### config.mk
export PLATFORM = sky130hd
export DESIGN_NAME = apb_decode_manager
export DESIGN_NICKNAME = d
export VERILOG_FILES = /design/src/rtl/apb_pkg.sv /design/src/rtl/apb_addr_decode.sv /design/src/rtl/apb_decode_manager.sv
export SDC_FILE = /design/constraint.sdc
export NUM_CORES = 1
export LEC_CHECK = 0
export CORE_MARGIN = 8
export CORE_UTILIZATION = 30
export DETAILED_ROUTE_END_ITERATION = 8
export GPL_TIMING_DRIVEN = 1
export PLACE_DENSITY_LB_ADDON = 0.2
export SLEW_MARGIN = 25
export SYNTH_ARGS = -nofsm -noshare
export SYNTH_HDL_FRONTEND = slang
export SYNTH_HIERARCHICAL = 1
export SYNTH_SLANG_ARGS = --single-unit
### constraint.sdc
create_clock -name clk -period 2.3 [get_ports clk]
set_input_delay 0.46 -clock clk [delete_from_list [all_inputs] [get_ports clk]]
set_output_delay 0.46 -clock clk [all_outputs]
set_load 0.02 [all_outputs]
### src/rtl/apb_pkg.sv
// Shared FSM state encoding and default parameter values for the APB decode manager.
package apb_pkg;

   typedef enum logic [1:0] {
      ST_IDLE,
      ST_SETUP,
      ST_ACCESS,
      ST_RESP
   } apb_state_e;

   localparam int unsigned     DEF_DATA_WIDTH     = 32;
   localparam int unsigned     DEF_ADDR_WIDTH     = 32;
   localparam int unsigned     DEF_PROT_WIDTH     = 3;
   localparam int unsigned     DEF_PRPH_NUM       = 4;
   localparam logic [31:0]     DEF_BASE_ADDR      = 32'h4000_0000;
   localparam int unsigned     DEF_REGION_BITS    = 12;
   localparam int unsigned     DEF_TIMEOUT_CYCLES = 16;

endpackage

### src/rtl/apb_addr_decode.sv
// Combinational address decoder: maps an address into a one-hot subordinate select plus a miss flag.
module apb_addr_decode
   import apb_pkg::*;
#(
   parameter int unsigned          AddrWidth  = DEF_ADDR_WIDTH,
   parameter int unsigned          PrphNum    = DEF_PRPH_NUM,
   parameter logic [AddrWidth-1:0] BaseAddr   = AddrWidth'(DEF_BASE_ADDR),
   parameter int unsigned          RegionBits = DEF_REGION_BITS
) (
   input  logic [AddrWidth-1:0] i_addr,
   output logic [PrphNum-1:0]   o_sel,
   output logic                 o_miss
);

   logic [AddrWidth-1:0] w_offset;
   logic [AddrWidth-1:0] w_index;

   assign w_offset = i_addr - BaseAddr;
   assign w_index  = w_offset >> RegionBits;

   always_comb begin
      o_miss = (i_addr < BaseAddr) || (w_index >= AddrWidth'(PrphNum));
      o_sel  = '0;
      for (int unsigned i = 0; i < PrphNum; i++) begin
         o_sel[i] = !o_miss && (w_index == AddrWidth'(i));
      end
   end

endmodule

### src/rtl/apb_decode_manager.sv
// APB requester: accepts a single-cycle request, decodes the target subordinate and runs
// the SETUP/ACCESS handshake with a bounded wait, reporting completion through a done pulse.
module apb_decode_manager
   import apb_pkg::*;
#(
   parameter int unsigned          DataWidth     = DEF_DATA_WIDTH,
   parameter int unsigned          AddrWidth     = DEF_ADDR_WIDTH,
   parameter int unsigned          ProtWidth     = DEF_PROT_WIDTH,
   parameter int unsigned          PrphNum       = DEF_PRPH_NUM,
   parameter logic [AddrWidth-1:0] BaseAddr      = AddrWidth'(DEF_BASE_ADDR),
   parameter int unsigned          RegionBits    = DEF_REGION_BITS,
   parameter int unsigned          TimeoutCycles = DEF_TIMEOUT_CYCLES
) (
   input  logic                   clk,
   input  logic                   reset,
   input  logic                   mgr_wEn,
   input  logic                   mgr_rEn,
   input  logic [AddrWidth-1:0]   mgr_addr,
   input  logic [DataWidth-1:0]   mgr_wData,
   input  logic [DataWidth/8-1:0] mgr_wStrb,
   input  logic [ProtWidth-1:0]   mgr_prot,
   output logic [DataWidth-1:0]   mgr_rData,
   output logic                   mgr_error,
   output logic                   mgr_busy,
   output logic                   mgr_done,
   input  logic                   bus_ready,
   input  logic                   bus_subError,
   input  logic [DataWidth-1:0]   bus_rData,
   output logic [PrphNum-1:0]     bus_selectors,
   output logic                   bus_enable,
   output logic                   bus_write,
   output logic [AddrWidth-1:0]   bus_addr,
   output logic [DataWidth-1:0]   bus_wData,
   output logic [DataWidth/8-1:0] bus_strb,
   output logic [ProtWidth-1:0]   bus_prot
);

   localparam int unsigned StrbWidth = DataWidth / 8;
   localparam int unsigned WaitWidth = $clog2(TimeoutCycles + 1);

   apb_state_e             r_state;
   apb_state_e             w_state_nxt;
   logic [AddrWidth-1:0]   r_addr;
   logic [DataWidth-1:0]   r_wdata;
   logic [StrbWidth-1:0]   r_strb;
   logic [ProtWidth-1:0]   r_prot;
   logic                   r_write;
   logic [PrphNum-1:0]     r_sel;
   logic [WaitWidth-1:0]   r_wait;
   logic [DataWidth-1:0]   r_rdata;
   logic                   r_error;

   logic [PrphNum-1:0]     w_dec_sel;
   logic                   w_dec_miss;
   logic                   w_accept;
   logic                   w_reject;
   logic                   w_complete;
   logic                   w_timeout;
   logic                   w_active;
   logic                   w_is_write;

   apb_addr_decode #(
      .AddrWidth  (AddrWidth),
      .PrphNum    (PrphNum),
      .BaseAddr   (BaseAddr),
      .RegionBits (RegionBits)
   ) u_decode (
      .i_addr (mgr_addr),
      .o_sel  (w_dec_sel),
      .o_miss (w_dec_miss)
   );

   assign w_is_write = mgr_wEn && !mgr_rEn;

   always_comb begin
      w_state_nxt = r_state;
      w_accept    = 1'b0;
      w_reject    = 1'b0;
      w_complete  = 1'b0;
      w_timeout   = 1'b0;
      case (r_state)
         ST_IDLE: begin
            if (mgr_wEn || mgr_rEn) begin
               w_accept = 1'b1;
               if (w_dec_miss || (mgr_wEn && mgr_rEn)) begin
                  w_reject    = 1'b1;
                  w_state_nxt = ST_RESP;
               end else begin
                  w_state_nxt = ST_SETUP;
               end
            end
         end
         ST_SETUP:  w_state_nxt = ST_ACCESS;
         ST_ACCESS: begin
            // Ready is checked first so a late ready still completes on the timeout cycle.
            if (bus_ready) begin
               w_complete  = 1'b1;
               w_state_nxt = ST_RESP;
            end else if (r_wait == WaitWidth'(TimeoutCycles)) begin
               w_timeout   = 1'b1;
               w_state_nxt = ST_RESP;
            end
         end
         ST_RESP:   w_state_nxt = ST_IDLE;
         default:   w_state_nxt = ST_IDLE;
      endcase

      w_active      = (r_state == ST_SETUP) || (r_state == ST_ACCESS);
      mgr_busy      = w_active;
      mgr_done      = (r_state == ST_RESP);
      mgr_rData     = r_rdata;
      mgr_error     = r_error;
      bus_enable    = (r_state == ST_ACCESS);
      bus_selectors = w_active ? r_sel   : '0;
      bus_write     = w_active ? r_write : 1'b0;
      bus_addr      = w_active ? r_addr  : '0;
      bus_wData     = w_active ? r_wdata : '0;
      bus_strb      = w_active ? r_strb  : '0;
      bus_prot      = w_active ? r_prot  : '0;
   end

   always_ff @(posedge clk) begin
      if (reset) begin
         r_state <= ST_IDLE;
         r_addr  <= '0;
         r_wdata <= '0;
         r_strb  <= '0;
         r_prot  <= '0;
         r_write <= 1'b0;
         r_sel   <= '0;
         r_wait  <= '0;
         r_rdata <= '0;
         r_error <= 1'b0;
      end else begin
         r_state <= w_state_nxt;
         if (w_accept) begin
            r_addr  <= mgr_addr;
            r_write <= w_is_write;
            r_wdata <= w_is_write ? mgr_wData : '0;
            r_strb  <= w_is_write ? mgr_wStrb : '0;
            r_prot  <= mgr_prot;
            r_sel   <= w_dec_sel;
            r_wait  <= '0;
         end
         if (w_reject) begin
            r_error <= 1'b1;
         end
         if (w_complete) begin
            r_error <= bus_subError;
            if (!r_write) begin
               r_rdata <= bus_rData;
            end
         end else if (w_timeout) begin
            r_error <= 1'b1;
            r_rdata <= '0;
         end else if (r_state == ST_ACCESS) begin
            r_wait <= r_wait + 1'b1;
         end
      end
   end

endmodule

[Yosys cells after proc, flatten, opt, wreduce, memory -nomap -nowiden]
Index checks and enable logic that the tools add are counted.
Cells by class
  add/sub/neg operators: 2
  reduce and logical (&&, ||, !) cells: 18
  $lt $le $gt $ge: 2
  mux-type cells: 33
  eq/ne operators: 10
Operators by type and width (number)
  $mux W32: 6
  $eq A20 B2 Y1 const B: 2
  $logic_not A32 Y1: 1
  $lt A32 B31 Y1 const B: 1
  $sub A32 B31 Y32 const B: 1
  $eq A20 B1 Y1 const B: 1
  $ge A20 B3 Y1 const B: 1
  $mux W5: 4
  $mux W1: 14
  $mux W4: 3
  $mux W2: 4
  $pmux W2 S4: 1
  $logic_and A1 B1 Y1: 6
  $add A5 B1 Y5 const B: 1
  $eq A5 B5 Y1 const B: 1
  $eq A2 B2 Y1 const B: 2
  $logic_or A1 B1 Y1: 4
  $ne A2 B2 Y1 const B: 2
  $reduce_and A2 Y1: 2
  $mux W3: 1
  $ne A3 B2 Y1 const B: 1
  $reduce_bool A3 Y1: 1
  $eq A2 B1 Y1 const B: 1
  $logic_not A1 Y1: 2
  other kinds (2): 2
Word-level totals
  register bits: 116
  output and inout bits: 112
  bits of input ports: 109

[Longest topological paths before layout]
  word-level depth: 10
  depth in mapped cells: 8
  depth with buffers taken out: 6

[By module]
Netlist, hierarchy kept.
Modules (own cells, without submodules)
  apb_decode_manager: sequential area each 2322.2 um2, times used 1, cells an instance 587, area an instance 4858.4 um2
  apb_addr_decode: sequential area each 0.0 um2, times used 1, cells an instance 14, area an instance 112.6 um2

[Worst setup path after synthesis]
OpenSTA, ideal clock, no wires.
  path type: reg-to-output
  start: register r_state[1]
  end: output port bus_addr[27]
  arrival time: 1.552 ns
  data required time: 1.840 ns
  path slack: 0.288 ns
  path buffers: 2
  cell stages (with the launch flop): 6
  path through: dfxtp_1 > inv_1 > ha_1 > buf_1 > clkbuf_1 > and2_1
On the way
  cells in the longest elaborated chain, start to end: 3
  elaborated cells between the ends (all ways): 4
  classes of those cells: eq/ne (2); mux (1); reduce/logical (1)
RTL lines
  from (decl): RTL line apb_decode_manager.sv:41  | apb_state_e r_state;
  from (signal assigned): RTL line apb_decode_manager.sv:135  | r_state <= w_state_nxt;
  $eq A2 B1 Y1 or $eq A2 B2 Y1 (tied branches): RTL line apb_decode_manager.sv:108  | w_active = (r_state == ST_SETUP) || (r_state == ST_ACCESS);
  $logic_or A1 B1 Y1 (*): RTL line apb_decode_manager.sv:108
  via mgr_busy: RTL line apb_decode_manager.sv:24  | output logic mgr_busy,
  $mux W32 (*): RTL line apb_decode_manager.sv:116  | bus_addr = w_active ? r_addr : '0;
  to (decl): RTL line apb_decode_manager.sv:32  | output logic [AddrWidth-1:0] bus_addr,
Mark *: on every way through the listed nets, which the timed path passes. The rest lies on a longest branch.

[Worst setup path after layout]
  start: register r_state[0]
  end: output port bus_wData[31]
On the way
  cells in the longest elaborated chain, start to end: 3
  elaborated cells between the ends (all ways): 4
  classes of those cells: eq/ne (2); mux (1); reduce/logical (1)
RTL lines
  $eq A2 B1 Y1 or $eq A2 B2 Y1 (tied branches): RTL line apb_decode_manager.sv:108
  $logic_or A1 B1 Y1 (*): RTL line apb_decode_manager.sv:108
  $mux W32 (*): RTL line apb_decode_manager.sv:117  | bus_wData = w_active ? r_wdata : '0;
  to (decl): RTL line apb_decode_manager.sv:33  | output logic [DataWidth-1:0] bus_wData,
Mark *: on every way between the ends. The rest lies on a longest branch, timed or not.

==> flow_metrics.py <==
metrics = {
    "status": {
        "status": "finished clean",
    },
    "logic_synthesis": {
        "syn_avg_cell_area_um2": 8.27,
        "yosys.area.top_type_share_pct": 46.7,
        "syn_inst": 601,
        "synth-seq-area-share_pct": 46.7,
        "synth_cell_types": 38,
        "ys_warn_count": 6,
        "synth_edf_count": 0,
        "synth_common_cells": "dfxtp_1, nand2_1, a21oi_1",
        "synth_nets": 715,
        "synth_top_cell_by_area": "dfxtp_1",
        "synth_area_leaders": "dfxtp_1, and2_1, nand2_1, a21oi_1, a22oi_1",
        "ys_async_sr_fraction_pct": 0,
        "synth_ff_type": "dfxtp_1",
        "syn_area_um2": 4970,
        "yosysMostFrequentCell": "dfxtp_1",
        "synth-seq-cells": 116,
    },
    "clock_tree": {
        "cts_buffer_depth": 2,
        "numCtsBuffers": 17,
        "cts.sinks": 116,
        "root_buffer": "clkbuf_16",
        "cts_tree": "done",
        "ctsHoldBuffers": 0,
        "insertion_delay_ns": 0.41,
        "htreeDepth": 4,
        "path_clk_slew_ns": 0.05,
    },
    "worst_setup_path": {
        "ff2ff_setup_slack_ns": 0.47,
        "critical_path.endpoint": "bus_wData[31]",
        "crit_path_end_kind": "output port",
        "crit_chain": "inv_1 -> ha_4 -> buf_12 -> and2_1 -> clkdlybuf4s15_2",
        "required_ns": 1.84,
        "worstPathBufferInverterCount": 3,
        "max_stage_delay_ns": 0.33,
        "r2r-start": "r_state[0]",
        "cp.depth": 5,
        "crit_family": "buffers and inverters",
        "crit_slowest_cell": "dfxtp_1",
        "path_class": "reg -> out",
        "cp.arrival_ns": 1.76,
        "crit_path_max_fanout": 39,
        "crit_path_start": "r_state[0]",
        "r2r_end": "mgr_rData[24]",
        "worst_r2r_path_depth": 7,
        "startpoint_type": "flop",
    },
    "timing": {
        "setup_viol": 0,
        "fin_crit_sh_pct": 96.6,
        "maxSlewViolCount": 0,
        "fmax_ghz": 0.450,
        "whs_ns": 0.450,
        "rsz0062_at_grt": "yes",
        "timing.slew.headroom_pct": 71.9,
        "min_period_ns": 2.22,
        "worst_pin_slew_ns": 0.421,
        "hold_viol_final": 0,
        "clock_skew_ns": 0.00661,
    },
    "power_and_ir_drop": {
        "p_leak_uw": 0.00302,
        "power_uw": 8280,
        "powerDensity_nw_per_um2": 1070,
        "vdd_drop_max_uv": 641,
    },
    "global_routing": {
        "antenna_found_initial": 0,
        "overflow": 0,
        "grt_max_degree": 40,
        "grt_pass1_wl_um": 26200,
        "first_global_vias": 5082,
        "track_usage_pct": 16.0,
    },
    "placement": {
        "dp_hpwl_um": 12100,
        "dp.cells": 1007,
        "gp_routability_congestion": 0.806,
        "placed_area_um2": 7390,
        "numPortBuffers": 220,
    },
    "drt": {
        "wl_per_cell_um": 16.3,
        "initialDrtViolationCount": 210,
        "dr.pass1.iters": 4,
        "wl_um": 16900,
        "vias": 4984,
        "drc": 0,
        "via_per_inst": 4.79,
        "drtAntennaViolNets": 0,
    },
    "job": {
        "cap_violations": 0,
    },
    "final_layout": {
        "finish.utilization_pct": 47.0,
        "areaGrowthSynthToFinish_pct": 55.1,
        "fin_nets": 921,
        "final_cells": 1040,
        "diodes": 0,
        "finalInstanceArea_um2": 7710,
        "post_route_cells_drive_above_1_share_pct": 16.7,
    },
    "floorplan": {
        "initial_core_util_pct": 30.3,
        "core-area_um2": 16400,
        "fp.dieH_um": 145,
        "placementRows": 47,
        "die_w_um": 145,
        "dieArea_um2": 20900,
        "io_pins": 221,
    },
    "worst_hold_path": {
        "hold_path_class": "reg -> reg",
    },
}
worst reg2reg max path, cell delays in order (launching register included):
cell,delay (ns)
dfxtp_1,0.33
inv_1,0.09
ha_1,0.23
buf_4,0.16
nand2b_1,0.23
buf_4,0.41
o211ai_1,0.15
a21oi_1,0.18
cells by family (layout without fill, tap and decap cells):
logic type | Yosys count | after routing | synth area share [%]
and+or+nand+nor | 260 | 260 | 26.2
AOI/OAI and AO/OA | 159 | 159 | 20.0
DFF | 116 | 116 | 46.7
buffers and inverters | 59 | 278 | 5.46
adders and majority gates | 6 | 6 | 1.46
muxes | 1 | 1 | 0.201
layout make-up:
type / instances / area [µm²]
timing repair buffer: 240 / 2060
fill: 1604 / 8690
clock inverter: 14 / 200
multi-input combinational: 426 / 2400
clock buffer: 18 / 439
tap: 220 / 275
sequential: 116 / 2320
inverter: 6 / 22.5
what timing repair did:
action	CTS	global route
gates cloned	1	0
pin swaps	1	0
buffers inserted	0	0
endpoints found under the setup margin	77	68
resized for setup	193	88
cell usage in the layout, fill, tap and decap left out, drive strengths merged, types with 9 or more instances in the layout:
cell type      synthesis  layout
and2                  76      76
dfxtp                116     116
o211ai                35      35
nor2                  41      41
clkbuf                28      57
clkdlybuf4s50          0     142
a21oi                 78      78
nand2                113     113
a22oi                 36      36
buf                   25      57
inv                    6       9
where the power goes:
group	internal, µW	leakage, µW	switching [µW]
Clock	1850	0.000304	974
Sequential	2310	0.000945	142
Combinational	1230	0.00178	1780
sequential cells by signal, summed over array words and instances (netlist names):
register	count
r_prot	3
r_wdata	32
r_wait	5
mgr_error	1
r_strb	4
mgr_rData	32
r_sel	4
r_addr	32
r_state	2
r_write	1
per-layer routing:
layer  wire length (µm)  vias to the layer above  track usage (%)  part of all wire (%)
li1                   -                     2457                -                     -
met1               6830                     2316             18.4                    40
met2               8050                      188             26.0                    48
met3               1730                       23             6.59                    10
met4                318                        0             6.41                   1.9
met5                  0                        -                0                     0
per-stage QoR:
stage                     worst slack, ns  setup TNS [ns]
after floorplan                     0.288               0
after global placement            -0.0468         -0.0468
after detailed placement          -0.0302         -0.0302
after CTS                         -0.0414         -0.0414
after global routing              -0.0606         -0.0986
final                              0.0775               0
worst min-delay path by stage:
stage / startpoint / to / slack (ns) / cells after the start
final: r_sel[0] / r_sel[0] / 0.45 / 2
after global routing: r_addr[31] / r_addr[31] / 0.47 / 2
after CTS: r_sel[0] / r_sel[0] / 0.45 / 2
after detailed placement: r_sel[0] / r_sel[0] / 0.44 / 2
after global placement: r_addr[7] / r_addr[7] / 0.44 / 2
after floorplan: r_addr[0] / r_addr[0] / 0.43 / 2
No activity file was read; power rests on OpenSTA's default activity.
==> RTL change: new RTL, same settings <==
Encoding of `apb_state_e`: now one-hot (4 bits for 4 states).
--- a/src/rtl/apb_pkg.sv
+++ b/src/rtl/apb_pkg.sv
@@ -1,11 +1,11 @@
 // Shared FSM state encoding and default parameter values for the APB decode manager.
 package apb_pkg;
 
-   typedef enum logic [1:0] {
-      ST_IDLE,
-      ST_SETUP,
-      ST_ACCESS,
-      ST_RESP
+   typedef enum logic [3:0] {
+      ST_IDLE   = 4'b0001,
+      ST_SETUP  = 4'b0010,
+      ST_ACCESS = 4'b0100,
+      ST_RESP   = 4'b1000
    } apb_state_e;
 
    localparam int unsigned     DEF_DATA_WIDTH     = 32;
Formal check against the unedited RTL: same outputs for any inputs over 4 cycles, from zero or initial values and one cycle with reset high; so few cycles prove little.
==> RTL change against the original RTL <==
Count of clock-buffer cells in the layout grew 4; area after synthesis shrank 5.7%; synthesized cell count shrank 12%; worst setup slack gained 0.026 ns; cell area shrank 0.99%; core utilization grew 3.0 points; routed wire length shrank 6.5%; clock skew grew 0.0024 ns; die area shrank 5.1%; sequential cell count grew 2.
Power is not compared: it rests on default switching activity, and its combinational part moved more than twofold at a synthesized area within 25%.
==> RTL change: results (changes against the original RTL) <==
FF-to-FF End=r_wait[3] (was mgr_rData[24]); seq_cells=118 (was 116); pin count of the biggest net entering global routing=70 (was 40); Tmin final=2.196 ns (was 2.223 ns); inverters=5 (was 6); slowest CP cell=or4b_1 (was dfxtp_1); number of DRC markers in iteration 0=167 (was 210); FF+latch area=0.002362 mm^2 (was 0.002322 mm^2); layout cells sized above 1=0.1860 (was 0.1671); Core Area=0.01526 mm^2 (was 0.01641 mm^2); Avg WL per Cell=16.32 um (was 16.27 um); GR Util met1=0.1749 (was 0.1843); sequential-to-total area share from yosys stat=0.5040 (was 0.4672); Place WS=-0.1552 ns (was -0.03020 ns); Post-Syn Nets=638 (was 715); Routed met3 length=1386 um (was 1730 um); half-perimeter wire length after detailed placement=10900 um (was 12120 um); Critical Path Max Stage Delay=0.49 ns (was 0.33 ns); met2 wire len=7514 um (was 8046 um); Post-synth top cells=118 x dfxtp_1, 82 x nand2_1, 76 x and2_1 (was 116 x dfxtp_1, 113 x nand2_1, 78 x a21oi_1); R2R Setup Slk=0.25 ns (was 0.47 ns); Metal-1 WL=6698 um (was 6827 um); number of diodes=0 (unchanged); crit path to=bus_enable (was bus_wData[31]); ranking of synthesized cells by area=dfxtp_1 50%, and2_1 10%, nand2_1 6.6%, a22o_1 6.0%, a22oi_1 5.8% (was dfxtp_1 47%, and2_1 9.6%, nand2_1 8.5%, a21oi_1 7.9%, a22oi_1 5.4%); grt met2 use=0.2550 (was 0.2596); Crit Path Max Fanout=6 (was 39); global-route wire length before repair=24840 um (was 26250 um); number of global-route vias before repair=4659 (was 5082); GRT Overall Usage=0.1573 (was 0.1602); Post-CTS Setup Repair Bufs=1 (was 0); Hold Path Sink=r_addr[16] (was r_sel[0]); status=finished, final reports clean (unchanged); hold_ws=0.4481 ns (was 0.4501 ns); clock network area share=0.08275 (was 0.08290); Placed Area=0.007213 mm^2 (was 0.007387 mm^2); met3 GRT Util=0.07596 (was 0.06594); Worst-Margin Slew=0.4415 ns (was 0.4214 ns); skew final=0.009051 ns (was 0.006605 ns); multi-input combinational area share=0.2836 (was 0.3108); deepest clock path buffer count=2 (unchanged); Gate Count Post-Synth=527 (was 601); FILL cells=1490 (was 1604); net count of the finished layout=857 (was 921); #MultiIn Comb=362 (was 426); layout clock buffer count=22 (was 18); Post-Place Cells=935 (was 1007); post-cts gate resize count=161 (was 193); gpl congestion=0.7427 (was 0.8061); data arrival time of the worst path=1.74 ns (was 1.76 ns); Vias=4497 (was 4984); Repair and plain buffers=242 (was 240); Worst R2R Path Depth=6 (was 7); via/cell ratio=4.641 (was 4.792); Final non-clock buffer share=0.2872 (was 0.2665); HP Start=r_addr[16] (was r_sel[0])
-- RTL change: cell count changes in the layout (fill, tap and decap cells not counted), sizes merged, moves of 6 or more --
cell | before | now
a22o | 0 | 32
clkdlybuf4s15 | 1 | 18
nand2 | 113 | 82
clkbuf | 57 | 71
buf | 57 | 34
nand3 | 8 | 2
nor3 | 1 | 8
a21oi | 78 | 46
o211ai | 35 | 1
-- RTL change: where the power goes --
| part | switching, mW | internal (mW) |
|---|---|---|
| logic | 0.306 | 0.311 |
| registers | 0.0498 | 2.14 |
| clock network | 0.935 | 1.91 |
| total | 1.29 | 4.37 |
-- RTL change: cell families (layout without fill, tap and decap cells) --
family,Yosys count,count (layout),share of synthesized area
XOR/XNOR,4,4,0.007476
AND/OR/NAND/NOR,233,233,0.2587
multiplexers,3,3,0.006407
AO/OA/AOI/OAI,119,119,0.1743
flip-flops,118,118,0.5040
buffers and inverters,47,278,0.04165
adder cells (fa/ha/maj),3,3,0.007474
